## config.mk

```make
export PLATFORM = sky130hd
export DESIGN_NAME = timebase_ctrl
export DESIGN_NICKNAME = d
export VERILOG_FILES = /design/src/rtl/timebase_ctrl.sv
export SDC_FILE = /design/constraint.sdc
export NUM_CORES = 1
export LEC_CHECK = 0
export CAP_MARGIN = 20
export CORE_MARGIN = 3
export CORE_UTILIZATION = 45
export CTS_CLUSTER_SIZE = 20
export DETAILED_ROUTE_END_ITERATION = 10
export HOLD_SLACK_MARGIN = 0.08
export MAX_ROUTING_LAYER = met4
export PLACE_DENSITY = 0.79
export SLEW_MARGIN = 20
export SYNTH_ARGS = -nofsm -noshare
export SYNTH_HDL_FRONTEND = slang
export SYNTH_SLANG_ARGS = --single-unit
```

## constraint.sdc

```tcl
create_clock -name clk -period 3.6 [get_ports clk]
set_clock_uncertainty 0.15 [all_clocks]
set_input_delay 1.08 -clock clk [delete_from_list [all_inputs] [get_ports clk]]
set_output_delay 1.08 -clock clk [all_outputs]
set_load 0.01 [all_outputs]
```

## src/rtl/timebase_ctrl.sv

```systemverilog
// Timebase controller: owns the divider count and sequences each change (wait for idle, hold, apply, settle).
// Optional acq_busy watchdog enabled by defining TB_WATCHDOG_EN.
//
// state    | meaning
// ---------+-------------------------------------------------------------
// S_IDLE   | accepting host/panel requests, div_count settled
// S_WAIT   | change pending, acq_hold high, waiting for acq_busy to drop
// S_APPLY  | one cycle: new count driven to the divider
// S_SETTLE | divider re-syncing after count change, tb_ready low
module timebase_ctrl #(
    parameter int unsigned CW          = 16,
    parameter int unsigned MAX_COUNT   = 32'h8000,
    parameter int unsigned RESET_COUNT = 0,
    parameter int unsigned SETTLE      = 64,
    parameter int unsigned WDOG        = 4096
) (
    input  logic          clk,
    input  logic          rst_n,
    input  logic          host_valid,
    input  logic [CW-1:0] host_count,
    output logic          host_ready,
    input  logic          panel_up,
    input  logic          panel_dn,
    input  logic          acq_busy,
    output logic          acq_hold,
    output logic [CW-1:0] div_count,
    output logic          tb_ready,
    output logic          busy,
    output logic          wdog_err
);
    localparam logic [CW-1:0] MAX_C   = CW'(MAX_COUNT);
    localparam logic [CW-1:0] RESET_C = CW'(RESET_COUNT);
    localparam int unsigned   SW      = $clog2(SETTLE + 1);

    typedef enum logic [1:0] {S_IDLE, S_WAIT, S_APPLY, S_SETTLE} state_t;

    state_t        state, state_nxt;
    logic [CW-1:0] tgt;
    logic [SW-1:0] settle_cnt;
    logic          pend_valid, pend_up;

    logic          host_xfer, panel_new, step_any, step_up;
    logic          req_valid, req_change;
    logic [CW:0]   dbl;
    logic [CW-1:0] req_count;
    logic          wdog_fire;

`ifdef TB_WATCHDOG_EN
    localparam int unsigned WW = $clog2(WDOG + 1);
    logic [WW-1:0] wdog_cnt;
    logic          wdog_err_q;

    assign wdog_fire = acq_busy && (wdog_cnt == '0);
    assign wdog_err  = wdog_err_q;

    always_ff @(posedge clk or negedge rst_n) begin
        if (!rst_n) begin
            wdog_cnt   <= WW'(WDOG - 1);
            wdog_err_q <= 1'b0;
        end else if (state == S_IDLE) begin
            wdog_cnt <= WW'(WDOG - 1);
        end else if (state == S_WAIT && acq_busy) begin
            if (wdog_cnt == '0) begin
                wdog_err_q <= 1'b1;
            end else begin
                wdog_cnt <= wdog_cnt - 1'b1;
            end
        end
    end
`else
    assign wdog_fire = 1'b0;
    assign wdog_err  = 1'b0;
`endif

    // Request target; up/down steps are relative to the count currently on the divider.
    always_comb begin
        host_xfer = host_valid && (state == S_IDLE);
        panel_new = panel_up ^ panel_dn;
        step_any  = panel_new || pend_valid;
        step_up   = panel_new ? panel_up : pend_up;
        dbl       = {div_count, 1'b0};
        req_valid = 1'b0;
        req_count = div_count;
        if (host_xfer) begin
            req_valid = 1'b1;
            req_count = (host_count > MAX_C) ? MAX_C : host_count;
        end else if (step_any) begin
            req_valid = 1'b1;
            if (step_up) begin
                if (div_count == '0) begin
                    req_count = CW'(1);
                end else begin
                    req_count = (dbl > {1'b0, MAX_C}) ? MAX_C : dbl[CW-1:0];
                end
            end else begin
                req_count = div_count >> 1;
            end
        end
        req_change = req_valid && (req_count != div_count);
    end

    always_ff @(posedge clk or negedge rst_n) begin
        if (!rst_n) begin
            state <= S_SETTLE;
        end else begin
            state <= state_nxt;
        end
    end

    always_comb begin
        state_nxt = state;
        case (state)
            S_IDLE:   if (req_change) state_nxt = S_WAIT;
            S_WAIT:   if (!acq_busy || wdog_fire) state_nxt = S_APPLY;
            S_APPLY:  state_nxt = S_SETTLE;
            S_SETTLE: if (settle_cnt == '0) state_nxt = S_IDLE;
            default:  state_nxt = S_IDLE;
        endcase
    end

    always_comb begin
        host_ready = (state == S_IDLE);
        busy       = (state != S_IDLE);
    end

    always_ff @(posedge clk or negedge rst_n) begin
        if (!rst_n) begin
            div_count  <= RESET_C;
            tgt        <= RESET_C;
            acq_hold   <= 1'b0;
            tb_ready   <= 1'b0;
            settle_cnt <= SW'(SETTLE - 1);
        end else begin
            case (state)
                S_IDLE: begin
                    if (req_change) begin
                        tgt      <= req_count;
                        acq_hold <= 1'b1;
                    end
                end
                S_APPLY: begin
                    div_count  <= tgt;
                    tb_ready   <= 1'b0;
                    settle_cnt <= SW'(SETTLE - 1);
                end
                S_SETTLE: begin
                    if (settle_cnt == '0) begin
                        tb_ready <= 1'b1;
                        acq_hold <= 1'b0;
                    end else begin
                        settle_cnt <= settle_cnt - 1'b1;
                    end
                end
                default: ;
            endcase
        end
    end

    // A step is consumed by any IDLE cycle without a host transfer; otherwise the last pulse wins.
    always_ff @(posedge clk or negedge rst_n) begin
        if (!rst_n) begin
            pend_valid <= 1'b0;
            pend_up    <= 1'b0;
        end else if (state == S_IDLE && !host_xfer) begin
            pend_valid <= 1'b0;
        end else if (panel_new) begin
            pend_valid <= 1'b1;
            pend_up    <= panel_up;
        end
    end
endmodule

```

==> impl_metrics.py, run 1 <==
metrics = {
    "die": {
        "pin_count": 43,
        "die_x_um": 93.16,
        "dieHeight_um": 93.16,
        "die_area_um2": 8678,
        "initial_core_util_pct": 46.88,
        "rows": 31,
        "fp.coreArea_um2": 7292,
    },
    "timing": {
        "finalSetupViolations": 3,
        "relSlewSlack_pct": 32.43,
        "finalCritPeriodShare_pct": 100.1,
        "worstMarginPinSlew_ns": 1.013,
        "tns_ns": -0.01141,
        "hold_ws_ns": 0.3402,
        "hold_viol_final": 0,
        "rsz0062_at_grt": "true",
        "worst_slack_ns": -0.004857,
        "fmax_mhz": 277.4,
        "period_needed_ns": 3.605,
        "final_max_slew_viol_count": 0,
    },
    "outcome": {
        "violations": "negative setup slack",
        "status": "finished, violations left",
    },
    "finish": {
        "fin_cells": 626,
        "drive_gt1_share_pct": 38.71,
        "final_common_cell": "buf_4",
        "nNetsFinal": 554,
        "num-fill-cells": 632,
        "antenna_cells": 0,
        "design_area_um2": 5031,
        "syn_to_final_growth_pct": 47.18,
        "layout_common_cells": "buf_4 (109), dfrtp_1 (37), nand2_1 (35), nor2_1 (28), o21ai_0 (26)",
    },
    "power": {
        "clkPwrFrac_pct": 8.1,
        "p_switching_mw": 1.923,
        "report.power.total_mw": 4.354,
        "p_leak_nw": 2.256,
        "peakVddDrop_v": 0.0006515,
        "p_int_mw": 2.431,
        "seqPwrFrac_pct": 21.1,
        "swShare_pct": 44.16,
        "power-per-cell-area_nw_per_um2": 865.3,
        "combPwrFrac_pct": 70.8,
    },
    "synth": {
        "synthArstFlopShare_pct": 100.0,
        "synth-seq-area-share_pct": 33.24,
        "synth_edf_count": 0,
        "synthFlopType": "dfrtp_1",
        "avgSynthCellArea_um2": 8.720,
        "ys_ff_latch": 45,
        "ys_warn_count": 0,
        "syn_inst": 392,
        "syn_area_um2": 3418,
        "synthDistinctLibCells": 68,
        "syn_nets": 420,
    },
    "clock_network": {
        "htreeDepth": 2,
        "cts_tree": "built",
        "clk_latency_ns": 0.30,
        "hold_buffers": 0,
        "clk_path_buf_depth": 2,
        "clk_pin_slew_ns": 0.09,
        "cts.sinks": 45,
        "cts_buffers": 5,
        "clk_root_buffer_cell": "clkbuf_8",
    },
    "hold_path": {
        "whs_path_depth": 2,
        "worstHoldStart": "tgt[4]$_DFFE_PN0P_",
        "whs_endpoint": "div_count[4]$_DFFE_PN0P_",
        "min_path_type": "flop to flop",
    },
    "grt": {
        "grt_pass1_vias": 3754,
        "grt_use_total_pct": 30.01,
        "grt_max_degree": 46,
        "grt_pass1_wl_um": 19710,
        "antenna_found_initial": 0,
        "overflow": 0,
    },
    "drt": {
        "routedWlPerCell_um": 20.26,
        "first_pass_iters": 5,
        "first_iter_violations": 389,
        "viasPerCell": 6.029,
        "ant_nets": 0,
        "vias": 3774,
        "wl_um": 12680,
        "drcViolationCount": 0,
    },
    "critical_path": {
        "path_cells": "nor4_1 -> and4_1 -> mux2_4 -> buf_6 -> mux2i_1 -> o2111ai_2 -> nor4b_4 -> a31oi_4 -> clkbuf_16 -> mux2_4",
        "path_class": "flop to flop",
        "timing.critical_path.mode_cell": "mux2_4",
        "cp_max_fo": 9,
        "end_kind": "flop",
        "r2r_cells": 10,
        "reg2reg_to": "tgt[11]$_DFFE_PN0P_",
        "critPathMaxStageDelay_ns": 0.51,
        "reg2reg_slack_ns": -0.005,
        "start_kind": "flop",
        "rr_startpoint": "div_count[4]$_DFFE_PN0P_",
        "crit_path_top_delay_cell": "dfrtp_1",
        "required_ns": 3.65,
        "critical_path_arrival_ns": 3.65,
    },
    "run": {
        "maxCapViolations": 0,
    },
    "place": {
        "placed_cells": 604,
        "place_area_um2": 4609,
        "dpl.hpwl_um": 9354,
        "routabilityCongestion": 1.037,
        "io_buffers": 41,
    },
}
## kinds of logic (layout without fill, tap and decap cells)
family,count (synthesis),count (layout),share of synthesized area [%]
AND/OR/NAND/NOR,136,136,20.42
AO/OA/AOI/OAI,117,117,24.27
buffers and inverters,49,184,6.881
flip-flops,45,45,33.24
multiplexers,32,32,11.35
adder cells (fa/ha/maj),6,6,2.196
XOR/XNOR,6,6,1.538
other,1,1,0.1097
## cell type report
cell class | instances | area, um^2 | area share, %
Inverter | 16 | 60.06 | 1.194
Sequential cell | 45 | 1136 | 22.58
Tap cell | 99 | 123.9 | 2.462
Multi-Input combinational cell | 298 | 2245 | 44.62
Clock inverter | 1 | 5.005 | 0.09948
Clock buffer | 7 | 96.34 | 1.915
Timing Repair Buffer | 160 | 1365 | 27.13
## synth_stat cells (all sizes together), types with 7 or more instances
library cell  instances  area, um^2
a21oi                24       131.4
a221oi                8       70.07
a31oi                 7       58.81
buf                  15       107.6
clkbuf               18       67.56
dfrtp                37       925.9
dfstp                 8       210.2
inv                  16       60.06
mux2                 27       337.8
nand2                39       146.4
nand2b               11       68.82
nand3                 7       35.03
nor2                 29       108.9
nor3                 13       65.06
nor4                 10       62.56
o21ai                30       161.4
## power groups by stage
stage	Combinational, mW	Clock (mW)	Sequential (mW)
2_1_floorplan	1.58	0	0.896
3_3_place_gp	2.74	0	0.903
3_5_place_dp	2.79	0	0.913
4_1_cts	2.98	0.355	0.909
5_1_grt	3.29	0.368	0.941
6_report	3.08	0.351	0.920
## layer usage
layer  vias to the layer above  share of wire, %  GRT usage, %  wire (um)
met3                        52               6.7         5.632        844
met5                         -                 0             -          0
met2                       184                47         45.65       5917
met1                      1813                42         38.93       5334
met4                         0               4.6         13.68        586
li1                       1725                 -             -          -
## worst max-delay path by stage
stage                                         from             endpoint  depth (start not counted)
final                     div_count[4]$_DFFE_PN0P_  tgt[11]$_DFFE_PN0P_                         10
after detailed placement                  panel_dn  tgt[10]$_DFFE_PN0P_                         10
after global routing                      panel_up  tgt[11]$_DFFE_PN0P_                         12
after CTS                                 panel_up  tgt[12]$_DFFE_PN0P_                         12
after floorplan                           panel_up  tgt[10]$_DFFE_PN0P_                         13
after global placement                    panel_dn  tgt[15]$_DFFE_PN0P_                         10
## critical path, delay by kind of cell, from the launching register on
| kind | cells | cell delay (ns) |
|---|---|---|
| flip-flops | 1 | 0.51 |
| AO/OA/AOI/OAI | 2 | 0.39 |
| AND/OR/NAND/NOR | 3 | 1.25 |
| buffers and inverters | 2 | 0.35 |
| multiplexers | 3 | 0.83 |
## registers in the layout, summed over array words and instances (netlist names)
signal      count
div_count      16
tgt            16
settle_cnt      7
state           2
acq_hold        1
pend_up         1
pend_valid      1
tb_ready        1
## per-stage QoR
step / utilization, % / setup slack (ns)
after floorplan: - / -0.1266
after global placement: 63.21 / -0.7909
after detailed placement: 63.21 / -0.8749
after CTS: 67.84 / -0.01433
after global routing: 68.99 / -0.06879
final: 68.99 / -0.004857
## timing repair
action / CTS / global route
setup buffers: 10 / 3
cloned: 2 / 0
setup endpoints to repair: 19 / 17
gates resized for setup: 57 / 20
pin swaps: 15 / 15
Note: power is estimated with default switching activity, not from simulation.
==> inputs of run 2 (changes only) <==
--- a/config.mk
+++ b/config.mk
@@ -10,9 +10,10 @@
 export CORE_UTILIZATION = 45
 export CTS_CLUSTER_SIZE = 20
 export DETAILED_ROUTE_END_ITERATION = 10
-export HOLD_SLACK_MARGIN = 0.08
+export HOLD_SLACK_MARGIN = 0.02
 export MAX_ROUTING_LAYER = met4
 export PLACE_DENSITY = 0.79
+export SKIP_LAST_GASP = 1
 export SLEW_MARGIN = 20
 export SYNTH_ARGS = -nofsm -noshare
 export SYNTH_HDL_FRONTEND = slang
==> impl_metrics.py, run 2 (synthesis results as in run 1) <==
metrics = {
    "outcome": {
        "status": "finished, violations left",
        "violations": "negative setup slack",
    },
    "clock_network": {
        "clk_latency_ns": 0.30,
        "clk_path_buf_depth": 2,
        "hold_buffers": 0,
        "cts_tree": "built",
        "clk_root_buffer_cell": "clkbuf_8",
        "clk_pin_slew_ns": 0.09,
        "cts_buffers": 5,
        "cts.sinks": 45,
        "htreeDepth": 2,
    },
    "die": {
        "initial_core_util_pct": 46.88,
        "die_area_um2": 8678,
        "pin_count": 43,
        "rows": 31,
        "dieHeight_um": 93.16,
        "die_x_um": 93.16,
        "fp.coreArea_um2": 7292,
    },
    "grt": {
        "grt_use_total_pct": 30.01,
        "grt_pass1_wl_um": 19710,
        "antenna_found_initial": 0,
        "grt_max_degree": 46,
        "overflow": 0,
        "grt_pass1_vias": 3754,
    },
    "drt": {
        "vias": 3780,
        "drcViolationCount": 0,
        "viasPerCell": 6.038,
        "first_pass_iters": 5,
        "routedWlPerCell_um": 20.28,
        "ant_nets": 0,
        "wl_um": 12700,
        "first_iter_violations": 392,
    },
    "finish": {
        "syn_to_final_growth_pct": 47.18,
        "fin_cells": 626,
        "drive_gt1_share_pct": 38.71,
        "final_common_cell": "buf_4",
        "layout_common_cells": "buf_4 (109), dfrtp_1 (37), nand2_1 (35), nor2_1 (28), o21ai_0 (27)",
        "top_regs": "div_count (16), tgt (16), settle_cnt (7)",
        "antenna_cells": 0,
        "design_area_um2": 5031,
        "final_util_pct": 68.99,
        "nNetsFinal": 554,
    },
    "timing": {
        "period_needed_ns": 3.608,
        "worst_slack_ns": -0.007581,
        "final_max_slew_viol_count": 0,
        "relSlewSlack_pct": 32.44,
        "fmax_mhz": 277.2,
        "hold_ws_ns": 0.3401,
        "finalSetupViolations": 5,
        "finalCritPeriodShare_pct": 100.2,
        "rsz0062_at_grt": "true",
        "worstMarginPinSlew_ns": 1.013,
        "tns_ns": -0.02291,
        "hold_viol_final": 0,
    },
    "critical_path": {
        "rr_startpoint": "div_count[4]$_DFFE_PN0P_",
        "required_ns": 3.65,
        "reg2reg_slack_ns": -0.008,
        "r2r_cells": 10,
        "reg2reg_to": "tgt[7]$_DFFE_PN0P_",
        "critical_path_arrival_ns": 3.65,
        "path_class": "flop to flop",
        "cp-startpoint": "div_count[4]$_DFFE_PN0P_",
        "start_kind": "flop",
        "crit_end": "tgt[7]$_DFFE_PN0P_",
        "cp_max_fo": 9,
        "end_kind": "flop",
    },
    "place": {
        "dpl.hpwl_um": 9354,
        "placed_cells": 604,
        "place_ws_ns": -0.8749,
        "place_area_um2": 4609,
        "routabilityCongestion": 1.037,
        "io_buffers": 41,
    },
    "power": {
        "report.power.total_mw": 4.353,
        "p_leak_nw": 2.256,
        "power-per-cell-area_nw_per_um2": 865.1,
        "peakVddDrop_v": 0.0006480,
    },
    "hold_path": {
        "min_path_type": "flop to flop",
    },
    "run": {
        "maxCapViolations": 0,
    },
}
run 2: worst min-delay path by stage:
stage	from	to	slack, ns	cells after the start
5_1_grt	tgt[4]$_DFFE_PN0P_	div_count[4]$_DFFE_PN0P_	0.38	2
4_1_cts	tgt[4]$_DFFE_PN0P_	div_count[4]$_DFFE_PN0P_	0.35	2
2_1_floorplan	tgt[0]$_DFFE_PN0P_	div_count[0]$_DFFE_PN0P_	0.30	2
3_5_place_dp	tgt[4]$_DFFE_PN0P_	div_count[4]$_DFFE_PN0P_	0.33	2
3_3_place_gp	tgt[0]$_DFFE_PN0P_	div_count[0]$_DFFE_PN0P_	0.32	2
6_report	tgt[4]$_DFFE_PN0P_	div_count[4]$_DFFE_PN0P_	0.34	2
run 2: layer usage:
| metal | vias to the layer above | track usage [%] | part of all wire (%) |
|---|---|---|---|
| li1 | 1724 | - | - |
| met1 | 1814 | 38.93 | 42 |
| met2 | 186 | 45.65 | 46 |
| met3 | 56 | 5.632 | 6.7 |
| met4 | 0 | 13.68 | 4.7 |
| met5 | - | - | 0 |
run 2: where the power goes:
part / leakage [nW] / switching [mW] / total [mW] / internal, mW
Combinational: 1.64 / 1.56 / 3.08 / 1.53
Sequential: 0.558 / 0.191 / 0.920 / 0.730
Clock: 0.0542 / 0.177 / 0.350 / 0.174
Total: 2.26 / 1.92 / 4.35 / 2.43
run 2: layout make-up:
cell class	count	area (um^2)
clock inverters	1	5.005
inverters	16	60.06
repair buffers	160	1365
well taps	99	123.9
flip-flops and latches	45	1136
multi-input cells	298	2245
fillers	632	2261
clock buffers	7	96.34
run 2: worst max-delay path: stages, from the launching register on:
cell and delay, ns:
dfrtp_1 0.51, nor4_1 0.48, and4_1 0.39, mux2_4 0.37, buf_6 0.15, mux2i_1 0.18
o2111ai_2 0.18, nor4b_4 0.39, a31oi_4 0.21, clkbuf_16 0.20, mux2_4 0.28
run 2: timing repair:
| item | 4_1_cts | 5_1_grt |
|---|---|---|
| setup endpoints to repair | 19 | 17 |
| pin swaps | 15 | 15 |
| buffers inserted | 10 | 3 |
| resized for setup | 57 | 19 |
| gates cloned | 2 | 0 |
